## src/rtl/vx_raster_quad_gen_pkg.sv

```systemverilog
// Shared raster types for the quad generator: field widths, the latched block descriptor,
// and block geometry helpers.
package vx_raster_quad_gen_pkg;

  localparam int unsigned VX_RASTER_DIM_BITS = 16;
  localparam int unsigned VX_RASTER_PID_BITS = 16;
  localparam int unsigned RASTER_DATA_BITS   = 32;

  typedef logic [RASTER_DATA_BITS-1:0]   raster_data_t;
  typedef logic [VX_RASTER_DIM_BITS-1:0] raster_dim_t;

  // Per-block state held for the whole walk; c lives in the edge accumulators.
  typedef struct packed {
    logic [VX_RASTER_PID_BITS-1:0] pid;
    raster_dim_t                   xloc;
    raster_dim_t                   yloc;
    raster_dim_t                   xmin;
    raster_dim_t                   xmax;
    raster_dim_t                   ymin;
    raster_dim_t                   ymax;
    raster_data_t [2:0]            a;
    raster_data_t [2:0]            b;
  } quad_desc_t;

  function automatic int unsigned quads_per_row(input int unsigned block_logsize);
    return 32'd1 << (block_logsize - 32'd1);
  endfunction

  function automatic int unsigned groups_per_row(input int unsigned block_logsize,
                                                 input int unsigned num_quads);
    return quads_per_row(block_logsize) / num_quads;
  endfunction

endpackage

```

## src/rtl/vx_raster_edge_step.sv

```systemverilog
// Incremental edge-equation accumulator: row_c tracks the value at the start of the current
// quad row, grp_c the value at the current group origin.
module vx_raster_edge_step
  import vx_raster_quad_gen_pkg::*;
(
  input  logic         clk,
  input  logic         reset,
  input  logic         load,
  input  logic         step_x,
  input  logic         step_y,
  input  raster_data_t c_in,
  input  raster_data_t dx,
  input  raster_data_t dy,
  output raster_data_t grp_c_next
);

  raster_data_t row_c_q, row_c_d;
  raster_data_t grp_c_q, grp_c_d;

  always_comb begin
    row_c_d = row_c_q;
    grp_c_d = grp_c_q;
    if (load) begin
      row_c_d = c_in;
      grp_c_d = c_in;
    end else if (step_y) begin
      // A new row starts from the row accumulator, not from the last group.
      row_c_d = row_c_q + dy;
      grp_c_d = row_c_q + dy;
    end else if (step_x) begin
      grp_c_d = grp_c_q + dx;
    end
  end

  always_ff @(posedge clk or posedge reset) begin
    if (reset) begin
      row_c_q <= '0;
      grp_c_q <= '0;
    end else begin
      row_c_q <= row_c_d;
      grp_c_q <= grp_c_d;
    end
  end

  // Exposed pre-register so the output stage can register the group it describes.
  assign grp_c_next = grp_c_d;

endmodule

```

## src/rtl/vx_raster_quad_gen.sv

```systemverilog
// Rasterizer quad generator: walks one block in raster order, emitting NUM_QUADS 2x2 quads per
// cycle with edge equations rebased to each quad origin.
module vx_raster_quad_gen
  import vx_raster_quad_gen_pkg::*;
#(
  parameter string       INSTANCE_ID   = "",
  parameter int unsigned NUM_QUADS     = 4,
  parameter int unsigned BLOCK_LOGSIZE = 4
) (
  input  logic                                                     clk,
  input  logic                                                     reset,
  input  logic                                                     valid_in,
  output logic                                                     ready_in,
  input  logic [VX_RASTER_PID_BITS-1:0]                            pid_in,
  input  logic [VX_RASTER_DIM_BITS-1:0]                            xloc_in,
  input  logic [VX_RASTER_DIM_BITS-1:0]                            yloc_in,
  input  logic [VX_RASTER_DIM_BITS-1:0]                            xmin_in,
  input  logic [VX_RASTER_DIM_BITS-1:0]                            xmax_in,
  input  logic [VX_RASTER_DIM_BITS-1:0]                            ymin_in,
  input  logic [VX_RASTER_DIM_BITS-1:0]                            ymax_in,
  input  logic [2:0][2:0][RASTER_DATA_BITS-1:0]                    edges_in,
  output logic                                                     valid_out,
  input  logic                                                     ready_out,
  output logic                                                     last_out,
  output logic [VX_RASTER_PID_BITS-1:0]                            pid_out,
  output logic [VX_RASTER_DIM_BITS-1:0]                            xmin_out,
  output logic [VX_RASTER_DIM_BITS-1:0]                            xmax_out,
  output logic [VX_RASTER_DIM_BITS-1:0]                            ymin_out,
  output logic [VX_RASTER_DIM_BITS-1:0]                            ymax_out,
  output logic [NUM_QUADS-1:0][VX_RASTER_DIM_BITS-1:0]             xloc_out,
  output logic [NUM_QUADS-1:0][VX_RASTER_DIM_BITS-1:0]             yloc_out,
  output logic [NUM_QUADS-1:0][2:0][2:0][RASTER_DATA_BITS-1:0]     edges_out
);

  localparam int unsigned QPR  = quads_per_row(BLOCK_LOGSIZE);
  localparam int unsigned GPR  = groups_per_row(BLOCK_LOGSIZE, NUM_QUADS);
  localparam int unsigned GX_W = (GPR > 1) ? $clog2(GPR) : 1;
  localparam int unsigned GY_W = $clog2(QPR);

  typedef enum logic {StIdle, StWalk} state_e;

  state_e          state_q, state_d;
  logic [GX_W-1:0] gx_q, gx_d;
  logic [GY_W-1:0] gy_q, gy_d;
  quad_desc_t      desc_q, desc_d;
  logic            accept, advance, row_end, step_x, step_y, last_d, out_en;
  raster_data_t [2:0] grp_c;

  logic [NUM_QUADS-1:0][VX_RASTER_DIM_BITS-1:0]         xloc_d, yloc_d;
  logic [NUM_QUADS-1:0][2:0][2:0][RASTER_DATA_BITS-1:0] edges_d;

  assign ready_in = (state_q == StIdle) || (last_out && ready_out);
  assign accept   = valid_in && ready_in;
  assign advance  = (state_q == StWalk) && ready_out && !last_out;
  assign row_end  = (gx_q == GX_W'(GPR - 1));
  assign step_x   = advance && !row_end;
  assign step_y   = advance && row_end;
  assign out_en   = !(valid_out && !ready_out);

  always_comb begin
    state_d = state_q;
    gx_d    = gx_q;
    gy_d    = gy_q;
    desc_d  = desc_q;
    if (accept) begin
      state_d     = StWalk;
      gx_d        = '0;
      gy_d        = '0;
      desc_d.pid  = pid_in;
      desc_d.xloc = xloc_in;
      desc_d.yloc = yloc_in;
      desc_d.xmin = xmin_in;
      desc_d.xmax = xmax_in;
      desc_d.ymin = ymin_in;
      desc_d.ymax = ymax_in;
      for (int unsigned k = 0; k < 3; k++) begin
        desc_d.a[k] = edges_in[k][2];
        desc_d.b[k] = edges_in[k][1];
      end
    end else begin
      if ((state_q == StWalk) && last_out && ready_out) state_d = StIdle;
      if (step_x) gx_d = gx_q + 1'b1;
      if (step_y) begin
        gx_d = '0;
        gy_d = gy_q + 1'b1;
      end
    end
  end

  for (genvar k = 0; k < 3; k++) begin : g_edge
    vx_raster_edge_step u_edge_step (
      .clk        (clk),
      .reset      (reset),
      .load       (accept),
      .step_x     (step_x),
      .step_y     (step_y),
      .c_in       (edges_in[k][0]),
      .dx         (desc_q.a[k] << ($clog2(NUM_QUADS) + 1)),
      .dy         (desc_q.b[k] << 1),
      .grp_c_next (grp_c[k])
    );
  end

  assign last_d = (state_d == StWalk) && (gx_d == GX_W'(GPR - 1)) && (gy_d == GY_W'(QPR - 1));

  // Outputs are computed from next state so the group is registered alongside its counters.
  always_comb begin
    xloc_d  = '0;
    yloc_d  = '0;
    edges_d = '0;
    for (int unsigned q = 0; q < NUM_QUADS; q++) begin
      xloc_d[q] = desc_d.xloc + raster_dim_t'((32'(gx_d) * NUM_QUADS + q) << 1);
      yloc_d[q] = desc_d.yloc + raster_dim_t'(32'(gy_d) << 1);
      for (int unsigned k = 0; k < 3; k++) begin
        edges_d[q][k] = {desc_d.a[k], desc_d.b[k],
                         grp_c[k] + desc_d.a[k] * raster_data_t'(2 * q)};
      end
    end
  end

  always_ff @(posedge clk or posedge reset) begin
    if (reset) begin
      state_q <= StIdle;
      gx_q    <= '0;
      gy_q    <= '0;
      desc_q  <= '0;
    end else begin
      state_q <= state_d;
      gx_q    <= gx_d;
      gy_q    <= gy_d;
      desc_q  <= desc_d;
    end
  end

  always_ff @(posedge clk or posedge reset) begin
    if (reset) begin
      valid_out <= 1'b0;
      last_out  <= 1'b0;
      pid_out   <= '0;
      xmin_out  <= '0;
      xmax_out  <= '0;
      ymin_out  <= '0;
      ymax_out  <= '0;
      xloc_out  <= '0;
      yloc_out  <= '0;
      edges_out <= '0;
    end else if (out_en) begin
      valid_out <= (state_d == StWalk);
      last_out  <= last_d;
      pid_out   <= desc_d.pid;
      xmin_out  <= desc_d.xmin;
      xmax_out  <= desc_d.xmax;
      ymin_out  <= desc_d.ymin;
      ymax_out  <= desc_d.ymax;
      xloc_out  <= xloc_d;
      yloc_out  <= yloc_d;
      edges_out <= edges_d;
    end
  end

endmodule
```

## config.mk

```make
export PLATFORM = sky130hd
export DESIGN_NAME = vx_raster_quad_gen
export DESIGN_NICKNAME = d
export VERILOG_FILES = /design/src/rtl/vx_raster_quad_gen_pkg.sv /design/src/rtl/vx_raster_edge_step.sv /design/src/rtl/vx_raster_quad_gen.sv
export SDC_FILE = /design/constraint.sdc
export NUM_CORES = 2
export LEC_CHECK = 0
export ABC_CLOCK_PERIOD_IN_PS = 70400
export CAP_MARGIN = 20
export CORE_AREA = 2 2 697 699
export DETAILED_ROUTE_END_ITERATION = 12
export DIE_AREA = 0 0 699 701
export PLACE_DENSITY = 0.43
export SLEW_MARGIN = 20
export SYNTH_ARGS = -nofsm -noshare
export SYNTH_HDL_FRONTEND = slang
export SYNTH_SLANG_ARGS = --single-unit
```

## constraint.sdc

```tcl
create_clock -name clk -period 70.4 [get_ports clk]
set_input_delay 10.56 -clock clk [delete_from_list [all_inputs] [get_ports clk]]
set_output_delay 10.56 -clock clk [all_outputs]
set_load 0.03 [all_outputs]
```

==> out/metrics.csv <==
metric,value,unit
drive_gt1_share,8.91,%
synth_area,78000,um^2
htreeDepth,4,
clockRootBuffer,clkbuf_16,
design_area,105000,um^2
cts-buffers-inserted,171,
worstHoldEndpoint,edges_out[690],
fin_crit_sh,32.8,%
rrSetupSlack,61.30,ns
slowest_stage,clkdlybuf4s50_1,
synth_top_area_cell,dfrtp_1,
finalCriticalPeriod,23.09,ns
cts_tree,built,
numPortBuffers,1766,
path_common_cell,clkdlybuf4s50_1,
grt_pass1_vias,66645,
grt_usage,16.6,%
syn_area_per_cell,9.02,um^2
clk_latency,0.89,ns
post-place-ws,47.23,ns
hpwl,349,mm
fin_util,21.8,%
synth_edf_count,0,
r2r_start,last_out,
netlist_top_cells_count,"nand2_1, dfrtp_1, a21oi_1",
rsz0062_at_grt,no,
status,completed,
gp_congestion,0.863,
die_w,699,um
antenna_found_initial,121,
start_util,16.2,%
drv_cap,0,
startpoint,ready_out,
clk_pin_slew_worst_paths,0.05,ns
holdPathStages,2,
first_pass_iters,6,
grt_max_degree,103,
setup_viol,0,
hp-start,edges_out[690],
drt.antenna.violating_nets,0,
grt_overflow,0,
synth_area_leaders,"dfrtp_1, ha_1, nand2_1",
critPathArrivalTime,12.53,ns
worstSetupPathType,input port to primary output,
syn_inst,8644,
ys_warn_count,0,
core,482000,um^2
placed_cell_area,98900,um^2
setup_tns,0,ns
syn-num-nets,9569,
start_kind,input port,
synthFlopType,dfrtp_1,
worstMarginPinSlew,1.00,ns
syn2layout_area_growth,34.4,%
route.detailed.drc,0,
routed-via-count,67274,
layout_setup_ws,47.31,ns
clock_skew,0.0552,ns
routed_via_density,4.11,
yosysMostFrequentCell,nand2_1,
yosysTopAreaCellShare,39.1,%
r2r-end,edges_out[1087],
dieArea,490000,um^2
drv_slew,0,
ys_seq_area_share,39.1,%
chipHeight,701,um
grt_pass1_wl,569,mm
hp-class,flip-flop to flip-flop,
wirelength,424,mm
post_cts_buffers,0,
dr.first_iter.drc_count,3901,
crit_path_max_fanout,5,
ios,1767,
ys_async_sr_fraction,100,%
rows,255,
holdBufCountCts,0,
crit_required,59.84,ns
yosysUniqueCellTypes,127,
maxSlewHeadroom,31.4,%
endpoint_kind,primary output,
post_cts_resized,0,
fmax,0.0433,GHz
clock_tree.buffer_depth,4,
nNetsFinal,10712,
hold_viol_final,0,
cts.sinks,1219,
cp_cell_sequence,clkdlybuf4s50_1 -> a21boi_4 -> inv_2 -> clkdlybuf4s50_1,
wl_per_cell,25.9,um
reg2regPathDepth,33,
max_stage_delay,0.76,ns
ys_seq_elements,1219,
## area by class of cell
type                       instances  area (um^2)
fill                           53094       377000
multi-input combinational       6208        40500
sequential                      1219        30500
timing repair buffer            1937        19000
inverter                         250          956
clock inverter                    68          972
clock buffer                     237         4890
antenna                           31         77.6
tap                             6425         8040
## worst max-delay path, delay by kind of cell
family	cells	cell delay [ns]
buf+inv	3	1.81
compound gates	1	0.11
## logic make-up after synthesis
| kind of cell | Yosys count | share of synthesized area, % |
|---|---|---|
| simple gates | 2739 | 15.1 |
| buf+inv | 1217 | 9.17 |
| compound gates | 2059 | 16.9 |
| flops | 1219 | 39.1 |
| xor+xnor | 503 | 5.75 |
| fa+ha+maj | 535 | 8.72 |
| mux | 372 | 5.25 |
## how the worst max path moves through the flow
stage | end | slack (ns) | cells after the start
floorplan | desc_q[0] | 25.49 | 1
global placement | ready_in | 47.23 | 4
detailed placement | ready_in | 47.23 | 4
CTS | ready_in | 47.22 | 4
global route | ready_in | 47.21 | 4
finish | ready_in | 47.31 | 4
## through the flow
| stage | hold slack [ns] | cells |
|---|---|---|
| floorplan | 0.436 | 8644 |
| detailed placement | 0.454 | 16039 |
| CTS | 0.469 | 16344 |
| global placement | 0.450 | 16039 |
| global route | 0.480 | 16351 |
| finish | 0.462 | 16375 |
## layout by cell type (no fill, tap or decap), drive strengths merged, types with 24 or more instances in the layout
master / n
clkbuf: 237
or2: 28
ha: 502
nand4: 31
mux2: 296
o21bai: 71
a211oi: 82
a21oi: 736
nor2b: 44
nand3: 125
o211ai: 39
clkdlybuf4s50: 1759
and2: 42
diode: 31
dfrtp: 1219
xor2: 147
o21ai: 437
a31oi: 63
and3: 59
o21a: 67
nand2: 1411
mux2i: 76
clkinv: 45
o31ai: 49
a21o: 204
nor2: 684
a2111oi: 24
a21boi: 27
buf: 178
nand2b: 74
a211o: 28
nor3: 93
or3: 53
inv: 248
xnor2: 352
## flip-flops by register name, indices dropped and copies added (netlist names), 3 cells and up
register	flops
pid_out	16
desc_q	304
xloc_out	59
g_edge.u_edge_step.grp_c_q	96
ymin_out	16
yloc_out	16
xmin_out	16
xmax_out	16
ymax_out	16
edges_out	561
gy_q	3
g_edge.u_edge_step.row_c_q	96
## per-layer routing
layer	vias to the layer above	track usage (%)	wire length (um)
met4	56	3.64	9710
met1	33155	18.2	160000
li1	31786	-	-
met2	1815	31.4	225000
met3	462	4.60	28800
met5	-	0	396
Power is not shown: default switching activity piles up to over one toggle a cycle in this logic, so the estimate is an artifact.
